<file path="config.mk">
export PLATFORM = sky130hd
export DESIGN_NAME = pdm_audio_ir_core
export DESIGN_NICKNAME = d
export VERILOG_FILES = /design/src/rtl/pdm_audio_ir_core.sv
export SDC_FILE = /design/constraint.sdc
export NUM_CORES = 1
export LEC_CHECK = 0
export ABC_CLOCK_PERIOD_IN_PS = 7500
export BUFFER_PORTS_ARGS = -buffer_cell sky130_fd_sc_hd__buf_2
export CAP_MARGIN = 20
export CORE_MARGIN = 2
export CORE_UTILIZATION = 45
export CTS_BUF_LIST = sky130_fd_sc_hd__clkbuf_8
export DETAILED_ROUTE_END_ITERATION = 8
export SLEW_MARGIN = 20
export SYNTH_ARGS = -nofsm -noshare
export SYNTH_HDL_FRONTEND = slang
export SYNTH_SLANG_ARGS = --single-unit
</file>
<file path="constraint.sdc">
create_clock -name clk -period 7.5 [get_ports clk]
set_input_delay 0.375 -clock clk [delete_from_list [all_inputs] [get_ports clk]]
set_output_delay 0.375 -clock clk [all_outputs]
set_load 0.005 [all_outputs]
</file>
<file path="src/rtl/pdm_audio_ir_core.sv">
// Stereo PDM audio modulator/demodulator plus a carrier-keyed IR frame receiver.
// Slow async clocks are synchronized and handled as one-clk edge events in the clk domain.
module pdm_audio_ir_core #(
    parameter int WIN     = 64,
    parameter int IR_BITS = 5
) (
    input  logic               clk,
    input  logic               rst,
    input  logic               aud_ock,
    input  logic [31:0]        aud_din_l,
    input  logic [31:0]        aud_din_r,
    output logic               aud_sdo,
    input  logic               aud_sdi,
    output logic [31:0]        aud_dout_l,
    output logic [31:0]        aud_dout_r,
    input  logic               ir_ock,
    input  logic               ir_bck,
    input  logic               ir_sdi,
    input  logic               ir_load,
    output logic               ir_done,
    output logic [IR_BITS-1:0] ir_dout
);

    localparam int LW = $clog2(WIN);
    localparam int IW = $clog2(IR_BITS + 1);
    localparam logic [IW-1:0] LAST_IDX = IW'(IR_BITS - 1);

    localparam logic [1:0] ST_IDLE = 2'd0;
    localparam logic [1:0] ST_WAIT = 2'd1;
    localparam logic [1:0] ST_RX   = 2'd2;

    // Bit order: aud_ock, ir_ock, ir_bck, ir_sdi, aud_sdi (aud_sdi needs no edge history)
    logic [4:0] sync1_r;
    logic [4:0] sync2_r;
    logic [3:0] prev_r;

    logic aud_rise_s;
    logic aud_fall_s;
    logic ir_ock_rise_s;
    logic ir_bck_rise_s;
    logic ir_sdi_rise_s;
    logic aud_sdi_s;

    logic [31:0] acc_l_r;
    logic [31:0] acc_r_r;
    logic [32:0] sum_l_s;
    logic [32:0] sum_r_s;

    logic [WIN-1:0] sr_l_r;
    logic [WIN-1:0] sr_r_r;
    logic [LW:0]    cnt_l_r;
    logic [LW:0]    cnt_r_r;
    logic           upd_l_r;
    logic           upd_r_r;

    logic [1:0]         state_r;
    logic [7:0]         e_cnt_r;
    logic [7:0]         c_cnt_r;
    logic [IW-1:0]      bit_idx_r;
    logic [IR_BITS-2:0] hold_r;
    logic               slot_bit_s;
    logic [IR_BITS-1:0] next_hold_s;

    // Ones-count to 32-bit offset-binary level; a full window saturates to all ones.
    function automatic logic [31:0] scale_count(input logic [LW:0] c);
        if (c[LW]) begin
            return 32'hFFFF_FFFF;
        end else begin
            return {c[LW-1:0], {(32-LW){1'b0}}};
        end
    endfunction

    // Two-stage synchronizers plus edge history.
    always_ff @(posedge clk) begin
        if (rst) begin
            sync1_r <= 5'b0_0000;
            sync2_r <= 5'b0_0000;
            prev_r  <= 4'b0000;
        end else begin
            sync1_r <= {aud_ock, ir_ock, ir_bck, ir_sdi, aud_sdi};
            sync2_r <= sync1_r;
            prev_r  <= sync2_r[4:1];
        end
    end

    assign aud_rise_s    =  sync2_r[4] & ~prev_r[3];
    assign aud_fall_s    = ~sync2_r[4] &  prev_r[3];
    assign ir_ock_rise_s =  sync2_r[3] & ~prev_r[2];
    assign ir_bck_rise_s =  sync2_r[2] & ~prev_r[1];
    assign ir_sdi_rise_s =  sync2_r[1] & ~prev_r[0];
    assign aud_sdi_s     =  sync2_r[0];

    assign sum_l_s = {1'b0, acc_l_r} + {1'b0, aud_din_l};
    assign sum_r_s = {1'b0, acc_r_r} + {1'b0, aud_din_r};

    // First-order delta-sigma: left on aud_ock rise, right on fall, carry is the PDM bit.
    always_ff @(posedge clk) begin
        if (rst) begin
            acc_l_r <= 32'h0000_0000;
            acc_r_r <= 32'h0000_0000;
            aud_sdo <= 1'b0;
        end else if (aud_rise_s) begin
            acc_l_r <= sum_l_s[31:0];
            aud_sdo <= sum_l_s[32];
        end else if (aud_fall_s) begin
            acc_r_r <= sum_r_s[31:0];
            aud_sdo <= sum_r_s[32];
        end
    end

    // Boxcar demodulator: sliding window ones-count, output refreshed one clk after capture.
    always_ff @(posedge clk) begin
        if (rst) begin
            sr_l_r     <= '0;
            sr_r_r     <= '0;
            cnt_l_r    <= '0;
            cnt_r_r    <= '0;
            upd_l_r    <= 1'b0;
            upd_r_r    <= 1'b0;
            aud_dout_l <= 32'h0000_0000;
            aud_dout_r <= 32'h0000_0000;
        end else begin
            upd_l_r <= 1'b0;
            upd_r_r <= 1'b0;
            if (aud_fall_s) begin
                sr_l_r  <= {sr_l_r[WIN-2:0], aud_sdi_s};
                cnt_l_r <= cnt_l_r + {{LW{1'b0}}, aud_sdi_s} - {{LW{1'b0}}, sr_l_r[WIN-1]};
                upd_l_r <= 1'b1;
            end
            if (aud_rise_s) begin
                sr_r_r  <= {sr_r_r[WIN-2:0], aud_sdi_s};
                cnt_r_r <= cnt_r_r + {{LW{1'b0}}, aud_sdi_s} - {{LW{1'b0}}, sr_r_r[WIN-1]};
                upd_r_r <= 1'b1;
            end
            if (upd_l_r) begin
                aud_dout_l <= scale_count(cnt_l_r);
            end
            if (upd_r_r) begin
                aud_dout_r <= scale_count(cnt_r_r);
            end
        end
    end

    // A slot reads as 1 when keyed edges reach a quarter of the carrier reference.
    assign slot_bit_s  = ({e_cnt_r, 2'b00} >= {2'b00, c_cnt_r}) && (e_cnt_r != 8'd0);
    assign next_hold_s = {hold_r, slot_bit_s};

    // IR receiver: IDLE waits for load, WAIT aligns to a slot boundary, RX collects IR_BITS slots.
    always_ff @(posedge clk) begin
        if (rst) begin
            state_r   <= ST_IDLE;
            ir_done   <= 1'b0;
            ir_dout   <= '0;
            hold_r    <= '0;
            bit_idx_r <= '0;
            e_cnt_r   <= 8'd0;
            c_cnt_r   <= 8'd0;
        end else begin
            case (state_r)
                ST_IDLE: begin
                    if (ir_load) begin
                        state_r <= ST_WAIT;
                        ir_done <= 1'b0;
                    end else begin
                        ir_done <= 1'b1;
                    end
                end
                ST_WAIT: begin
                    if (ir_bck_rise_s) begin
                        state_r   <= ST_RX;
                        bit_idx_r <= '0;
                        e_cnt_r   <= 8'd0;
                        c_cnt_r   <= 8'd0;
                        hold_r    <= '0;
                    end
                end
                ST_RX: begin
                    if (ir_bck_rise_s) begin
                        hold_r    <= next_hold_s[IR_BITS-2:0];
                        e_cnt_r   <= 8'd0;
                        c_cnt_r   <= 8'd0;
                        bit_idx_r <= bit_idx_r + IW'(1);
                        if (bit_idx_r == LAST_IDX) begin
                            ir_dout <= next_hold_s;
                            state_r <= ST_IDLE;
                            ir_done <= 1'b1;
                        end
                    end else begin
                        if (ir_sdi_rise_s && (e_cnt_r != 8'hFF)) begin
                            e_cnt_r <= e_cnt_r + 8'd1;
                        end
                        if (ir_ock_rise_s && (c_cnt_r != 8'hFF)) begin
                            c_cnt_r <= c_cnt_r + 8'd1;
                        end
                    end
                end
                default: begin
                    state_r <= ST_IDLE;
                    ir_done <= 1'b0;
                end
            endcase
        end
    end

endmodule

</file>
==> results of run 1 <==
[worst reg2reg max path: stages (launching register included)]
cell and delay (ns):
dfxtp_1 0.31, ha_1 0.21, fa_1 0.44, a211oi_1 0.27
o21a_1 0.22, a21oi_1 0.12, a311oi_1 0.50, o31ai_1 0.29
a41oi_1 0.31, nor4_1 0.07, a311o_1 0.32
[layout by cell type, fill, tap and decap left out, types with 6 or more instances in the layout]
cell type | synthesis | layout
xor2_1 | 16 | 16
o21ai_0 | 45 | 45
nor3_1 | 26 | 26
a21o_1 | 38 | 38
inv_1 | 65 | 78
mux2i_1 | 168 | 168
nand3b_1 | 6 | 6
nand4_1 | 20 | 20
xnor2_1 | 36 | 36
o21bai_1 | 9 | 9
ha_1 | 94 | 92
nor4_1 | 6 | 6
nand2b_1 | 20 | 20
o21a_1 | 14 | 14
dfxtp_1 | 268 | 268
a211oi_1 | 18 | 18
nor2_1 | 262 | 262
and3_1 | 9 | 9
buf_2 | 0 | 141
nand2_1 | 88 | 88
a31oi_1 | 11 | 11
clkbuf_8 | 0 | 56
nor2b_1 | 29 | 29
o22ai_1 | 16 | 16
a21oi_1 | 99 | 99
a211o_1 | 6 | 6
or3_1 | 9 | 9
nand3_1 | 32 | 32
[repair_timing]
item,in CTS,in global routing
hold buffers,1,0
setup buffers,0,0
endpoints found under the hold margin,1,0
[through the flow]
step                total power [uW]  cell area (um2)  worst slack, ns  cells  hold WS [ns]
floorplan                       1720            14100             4.66   1619         0.414
global placement                1800            14700             4.26   2037         0.422
detailed placement              1800            14700             4.19   2037         0.422
CTS                             3220            15700             4.34   2117        0.0175
global route                    3330            15700             4.16   2118        0.0302
finish                          3170            15700             4.31   2118        0.0511
[sequential cells by signal, indices dropped and copies added, names as in the netlist, 5 cells and up]
signal      cells
sync1_r         5
aud_dout_l      7
e_cnt_r         8
aud_dout_r      7
acc_l_r        32
ir_dout         5
cnt_r_r         7
sr_r_r         64
cnt_l_r         7
sr_l_r         64
sync2_r         5
acc_r_r        32
c_cnt_r         8
[cells in the mapped netlist (all sizes together), types with 3 or more instances]
cell and count:
a211oi 18, nor4 6, nand2b 20, nand2 88
nand3b 6, o21ai 48, nand3 32, a2111oi 4
a21o 38, a22oi 5, xor2 16, a22o 3
nor3 26, o211ai 5, dfxtp 268, a21boi 3
o311ai 4, nor2 262, buf 66, inv 65
a31oi 11, a311oi 4, xnor2 36, o22ai 16
o31ai 5, a21oi 100, ha 94, a32oi 3
fa 4, mux2i 168, nor2b 29, a211o 6
nor3b 4, or3 9, nand4 20, o21a 14
clkbuf 59, a311o 4, and3 9, o21bai 9
[power by group]
part,internal (uW),switching [uW]
logic,130,180
registers,1440,15.8
clock network,804,592
[per-layer routing]
layer	wire, um	vias up
li1	-	5792
met1	14500	5020
met2	12900	209
met3	1290	51
met4	618	0
met5	0	-
[cell type report]
cell class | instances | share of cell area
Multi-Input combinational cell | 1159 | 0.499
Timing Repair Buffer | 149 | 0.0507
Clock inverter | 24 | 0.0141
Clock buffer | 55 | 0.0481
Tap cell | 396 | 0.0315
Inverter | 67 | 0.0160
Sequential cell | 268 | 0.341
[cells by family (layout without fill, tap and decap cells)]
family / count (synthesis) / in the layout / share of synthesized area
and+or+nand+nor: 522 / 522 / 0.167
adders and majority gates: 98 / 98 / 0.0890
xor gates and xnor gates: 52 / 52 / 0.0323
AOI/OAI and AO/OA: 318 / 318 / 0.147
buffers and inverters: 192 / 295 / 0.0644
DFF: 268 / 268 / 0.380
muxes: 169 / 169 / 0.120
[worst paths after layout]
check | startpoint | to | slack [ns] | depth (start not counted)
worst max register to register | acc_l_r[0]$_SDFFE_PP0P_ | acc_l_r[24]$_SDFFE_PP0P_ | 4.31 | 10
worst max-delay path | acc_l_r[0]$_SDFFE_PP0P_ | acc_l_r[24]$_SDFFE_PP0P_ | 4.31 | 10
worst min-delay path | ir_load | ir_done$_SDFFE_PP0P_ | 0.05 | 2
worst min register to register | sync1_r[0]$_SDFF_PP0_ | sync2_r[0]$_SDFF_PP0_ | 0.44 | 1
==> run metrics, run 1 <==
GRT met3 Usage 0.0310; Pwr Density roughly 200 nW/um2; Worst EP arrival around 3.6 ns; Placer Congestion about 0.84; hpwl dp approximately 20000 um; P_leak between 0.006 and 0.007 uW; wire length per cell approximately 14 um; vias in the first global route 10200; Worst VDD drop ~0.15 mV; first-pass GRT wire length a little under 50000 um; Multi-input gate area 7860 um2; Starting Density 0.459; crit-path max FO 5; Synth-to-Final Area Change 11.6%; H-tree levels 2; die area around 33000 um2; Final min period about 3.2 ns; Clk Latency, worst-skew pair ~0.56 ns; row count 64; critical path type reg -> reg; Pre-Repair DR Iteration Count 5; ys async rst share 0; antenna fix cells 0; Hold WC Path Type in -> reg; maximum buffer depth of the clock tree 3; ys flop type dfxtp_1; clock sinks ~270; # DRC 0; final net count around 1900; post-CTS sizing 0; fill cell count around 3000; top cell family by delay on the critical path compound AO/OA/AOI/OAI gates; die height 181 um; Mapped Avg Cell Area a little under 9 um2; leading area contributor after synthesis dfxtp_1; crit start category flop; Critical Path Slowest Stage Cell a311oi_1; endpoints failing setup 0; DR iter-0 viols approximately 600; Final ANT Viol Nets 0; Final Core Density 0.512; Synth area leaders dfxtp_1, mux2i_1, ha_1, nor2_1, a21oi_1; FMAX ~310 MHz; pin count of the biggest net entering global routing between 100 and 150; initial antenna violation count 0; Final period util 0.425; Buf/Inv on CP 0; via count around 11000; top cell type's share of synthesized area 0.380; Vias/cell between 5 and 6; RSZ-0062 raised after global routing false; IO Count 143; Synth Cell Area 14100 um2; Unique masters post-synth 67; synthesized netlist cell count between 1500 and 2000; max incr delay on CP 0.50 ns; IO Port Bufs between 100 and 150; Clk pin slew, worst setup/hold paths ~0.06 ns; synth warn 0; GR met1 Demand/Resource 0.247; M2 GR Usage 0.276; Post-Route Skew 0.0187 ns; Yosys reg bits approximately 270; CTS tree built; Max Cap Viol 0; setup TNS 0 ns; Worst slew margin 0.269; fin. max-slew vios 0; fraction of layout cells with a size suffix above 1 0.129; Root Driver clkbuf_8; grt ovf 0; grt peak-use layer met2; FF/Latch Area between 5000 and 6000 um2; Critical Path RT 7.93 ns; chip width roughly 180 um; GRT Total Usage 0.175; CTS Buf Count 48; drt total wl approximately 30000 um; slew at the pin closest to its max-slew limit approximately 1.1 ns; Synth Net Count between 1500 and 2000; crit path cell chain ha_1, fa_1, a211oi_1, o21a_1, a21oi_1, a311oi_1, o31ai_1, a41oi_1, nor4_1, a311o_1; CP Capture Type flop; Core Region 30700 um2; EDFF count, synth 0; Seq/Total Area, Yosys 0.380; outcome completed; Fin. Hold Viols 0
(Power assumes the default switching activity.)
==> run 2: changes to the inputs <==
Settings changed: ABC_AREA from default to 1, ABC_CLOCK_PERIOD_IN_PS 7500 to 3350.
Clock period 7.5 ns to 3.35 ns, I/O delays scaled along.
==> run metrics, run 2 <==
CTS tree built; clock sinks ~270; Final min period ~2.2 ns; Synth area leaders dfxtp_1, nand2_1, nor2_1, inv_1, ha_1; crit-path max FO 3; M2 GR Usage 0.333; fin. max-slew vios 0; endpoints failing setup 0; row count between 60 and 70; Synth Net Count ~2500; Sw Share 0.271; Synth-to-Final Area Change 12.4%; outcome completed; top-count cell post-synth nand2_1; first-pass GRT wire length 60300 um; Worst EP arrival approximately 2.7 ns; grt ovf 0; Critical Path RT approximately 3.8 ns; Clk pin slew, worst setup/hold paths roughly 0.060 ns; via count 13900; Worst slew margin 0.470; Final period util 0.655; Clk Latency, worst-skew pair approximately 0.6 ns; Synth Cell Area between 15000 and 20000 um2; Starting Density 0.456; Vias/cell 4.76; Mapped Avg Cell Area 6.46 um2; critical path type reg -> reg; synthesized netlist cell count 2359; vias in the first global route roughly 13000; IO Port Bufs around 140; cts hold-fix bufs 10; EDFF count, synth 0; P_leak approximately 0.0094 uW; grt peak-use layer met2; Max Cap Viol 0; # DRC 0; drt total wl between 30000 and 40000 um; H-tree levels 2; post-route cell area approximately 17000 um2; Int Pwr around 5600 uW; Gate power share 0.127; commonest non-fill, non-tap cell in the layout nand2_1; Yosys reg bits 268; hpwl dp 24800 um; Final WS setup 1.15 ns; GR met1 Demand/Resource 0.265; Pre-Repair DR Iteration Count 5; die area approximately 35000 um2; Final ANT Viol Nets 0; Fin. Hold Viols 0; CTS Buf Count 48; Post-synth top cells nand2_1, nor2_1, inv_1; Placer Congestion between 0.9 and 1; wire length per cell 12.1 um; Post-Route Skew a little under 0.05 ns; synth warn 0; Worst VDD drop roughly 0.31 mV; GRT met3 Usage 0.0331; ys flop type dfxtp_1; Hold WC Path Type in -> reg; part of the power in registers 0.442; initial antenna violation count 1; CP Capture Type flop; final net count 2614; slew at the pin closest to its max-slew limit about 0.8 ns; Pwr Density 446 nW/um2; Power Total 7650 uW; Seq/Total Area, Yosys 0.352; Unique masters post-synth 39; Psw about 2100 uW; pre-CTS setup slack 1.11 ns; Final Core Density 0.513; Post-CTS Setup Repair Bufs 0; GRT Total Usage 0.201; DR iter-0 viols between 700 and 800; chip width between 150 and 200 um; pin count of the biggest net entering global routing between 80 and 90; most frequent cells in the layout nand2_1, nor2_1, inv_1; Core Region around 33000 um2; post-CTS sizing 0; maximum buffer depth of the clock tree 3; FMAX roughly 460 MHz; placed cell area 16000 um2; Largest regs sr_l_r: 64 flops, sr_r_r: 64 flops; setup TNS 0 ns; Clk network pwr share 0.432; crit start category flop; Root Driver clkbuf_8; fraction of layout cells with a size suffix above 1 0.100; leading area contributor after synthesis dfxtp_1; IO Count 143; top cell type's share of synthesized area 0.352; RSZ-0062 raised after global routing false; die height between 150 and 200 um; ys async rst share 0
## run 2: changes by cell type after synthesis, sizes merged, moves of 33 or more
cell and change:
nand2 +411, inv +275, nor2 +229, o21ai +170, mux2i -168, nand3 +70, a21o -33
## run 2: layer usage
metal | vias to the layer above | share of wire
li1 | 7477 | -
met2 | 272 | 0.44
met1 | 6124 | 0.48
met5 | - | 0
met4 | 0 | 0.027
met3 | 61 | 0.052
## run 2: worst paths after layout
check / endpoint / cells after the start / from / slack, ns
worst min register to register: sync2_r[0]$_SDFF_PP0_ / 2 / sync1_r[0]$_SDFF_PP0_ / 0.36
worst max register to register: cnt_r_r[6]$_SDFFE_PP0P_ / 12 / cnt_r_r[0]$_SDFFE_PP0P_ / 1.15
worst max-delay path: cnt_r_r[6]$_SDFFE_PP0P_ / 12 / cnt_r_r[0]$_SDFFE_PP0P_ / 1.15
worst min-delay path: acc_r_r[13]$_SDFFE_PP0P_ / 4 / aud_din_r[13] / 0.06
## run 2: cell families after synthesis
| logic type | Yosys count | share of synthesized area |
|---|---|---|
| simple gates | 1134 | 0.295 |
| xor+xnor | 36 | 0.0207 |
| fa+ha+maj | 98 | 0.0824 |
| buf+inv | 468 | 0.129 |
| compound gates | 355 | 0.121 |
| flops | 268 | 0.352 |
## run 2: metrics by stage
| stage | instances | hold slack (ns) |
|---|---|---|
| floorplan | 2359 | 0.274 |
| global placement | 2832 | 0.368 |
| global route | 2929 | 0.0758 |
| CTS | 2929 | 0.0243 |
| finish | 2930 | 0.0614 |
| detailed placement | 2832 | 0.375 |
## run 2: final cells by class
| class | instances | area [um2] |
|---|---|---|
| clock buffer | 66 | 908 |
| inverter | 342 | 1290 |
| tap | 448 | 561 |
| timing repair buffer | 161 | 918 |
| multi-input combinational | 1623 | 7950 |
| sequential | 268 | 5370 |
| antenna | 1 | 2.50 |
| clock inverter | 21 | 151 |
| fill | 3477 | 16300 |
## run 2: power groups by stage
stage / Sequential [uW] / Clock [uW] / Combinational, uW
after CTS: 3380 / 3420 / 973
final: 3380 / 3300 / 967
after global placement: 3440 / 0 / 950
after detailed placement: 3440 / 0 / 958
after global routing: 3390 / 3560 / 1120
after floorplan: 3430 / 0 / 725
## run 2: worst max-delay path, cell delays in order, from the launching register on
cell and delay [ns]:
dfxtp_1 0.30, inv_1 0.06, ha_1 0.27, inv_1 0.05, ha_1 0.15, inv_1 0.06, fa_1 0.40, o21ai_0 0.27
a21oi_1 0.10, o21bai_1 0.17, nor2_1 0.05, o21ai_0 0.15, inv_1 0.05
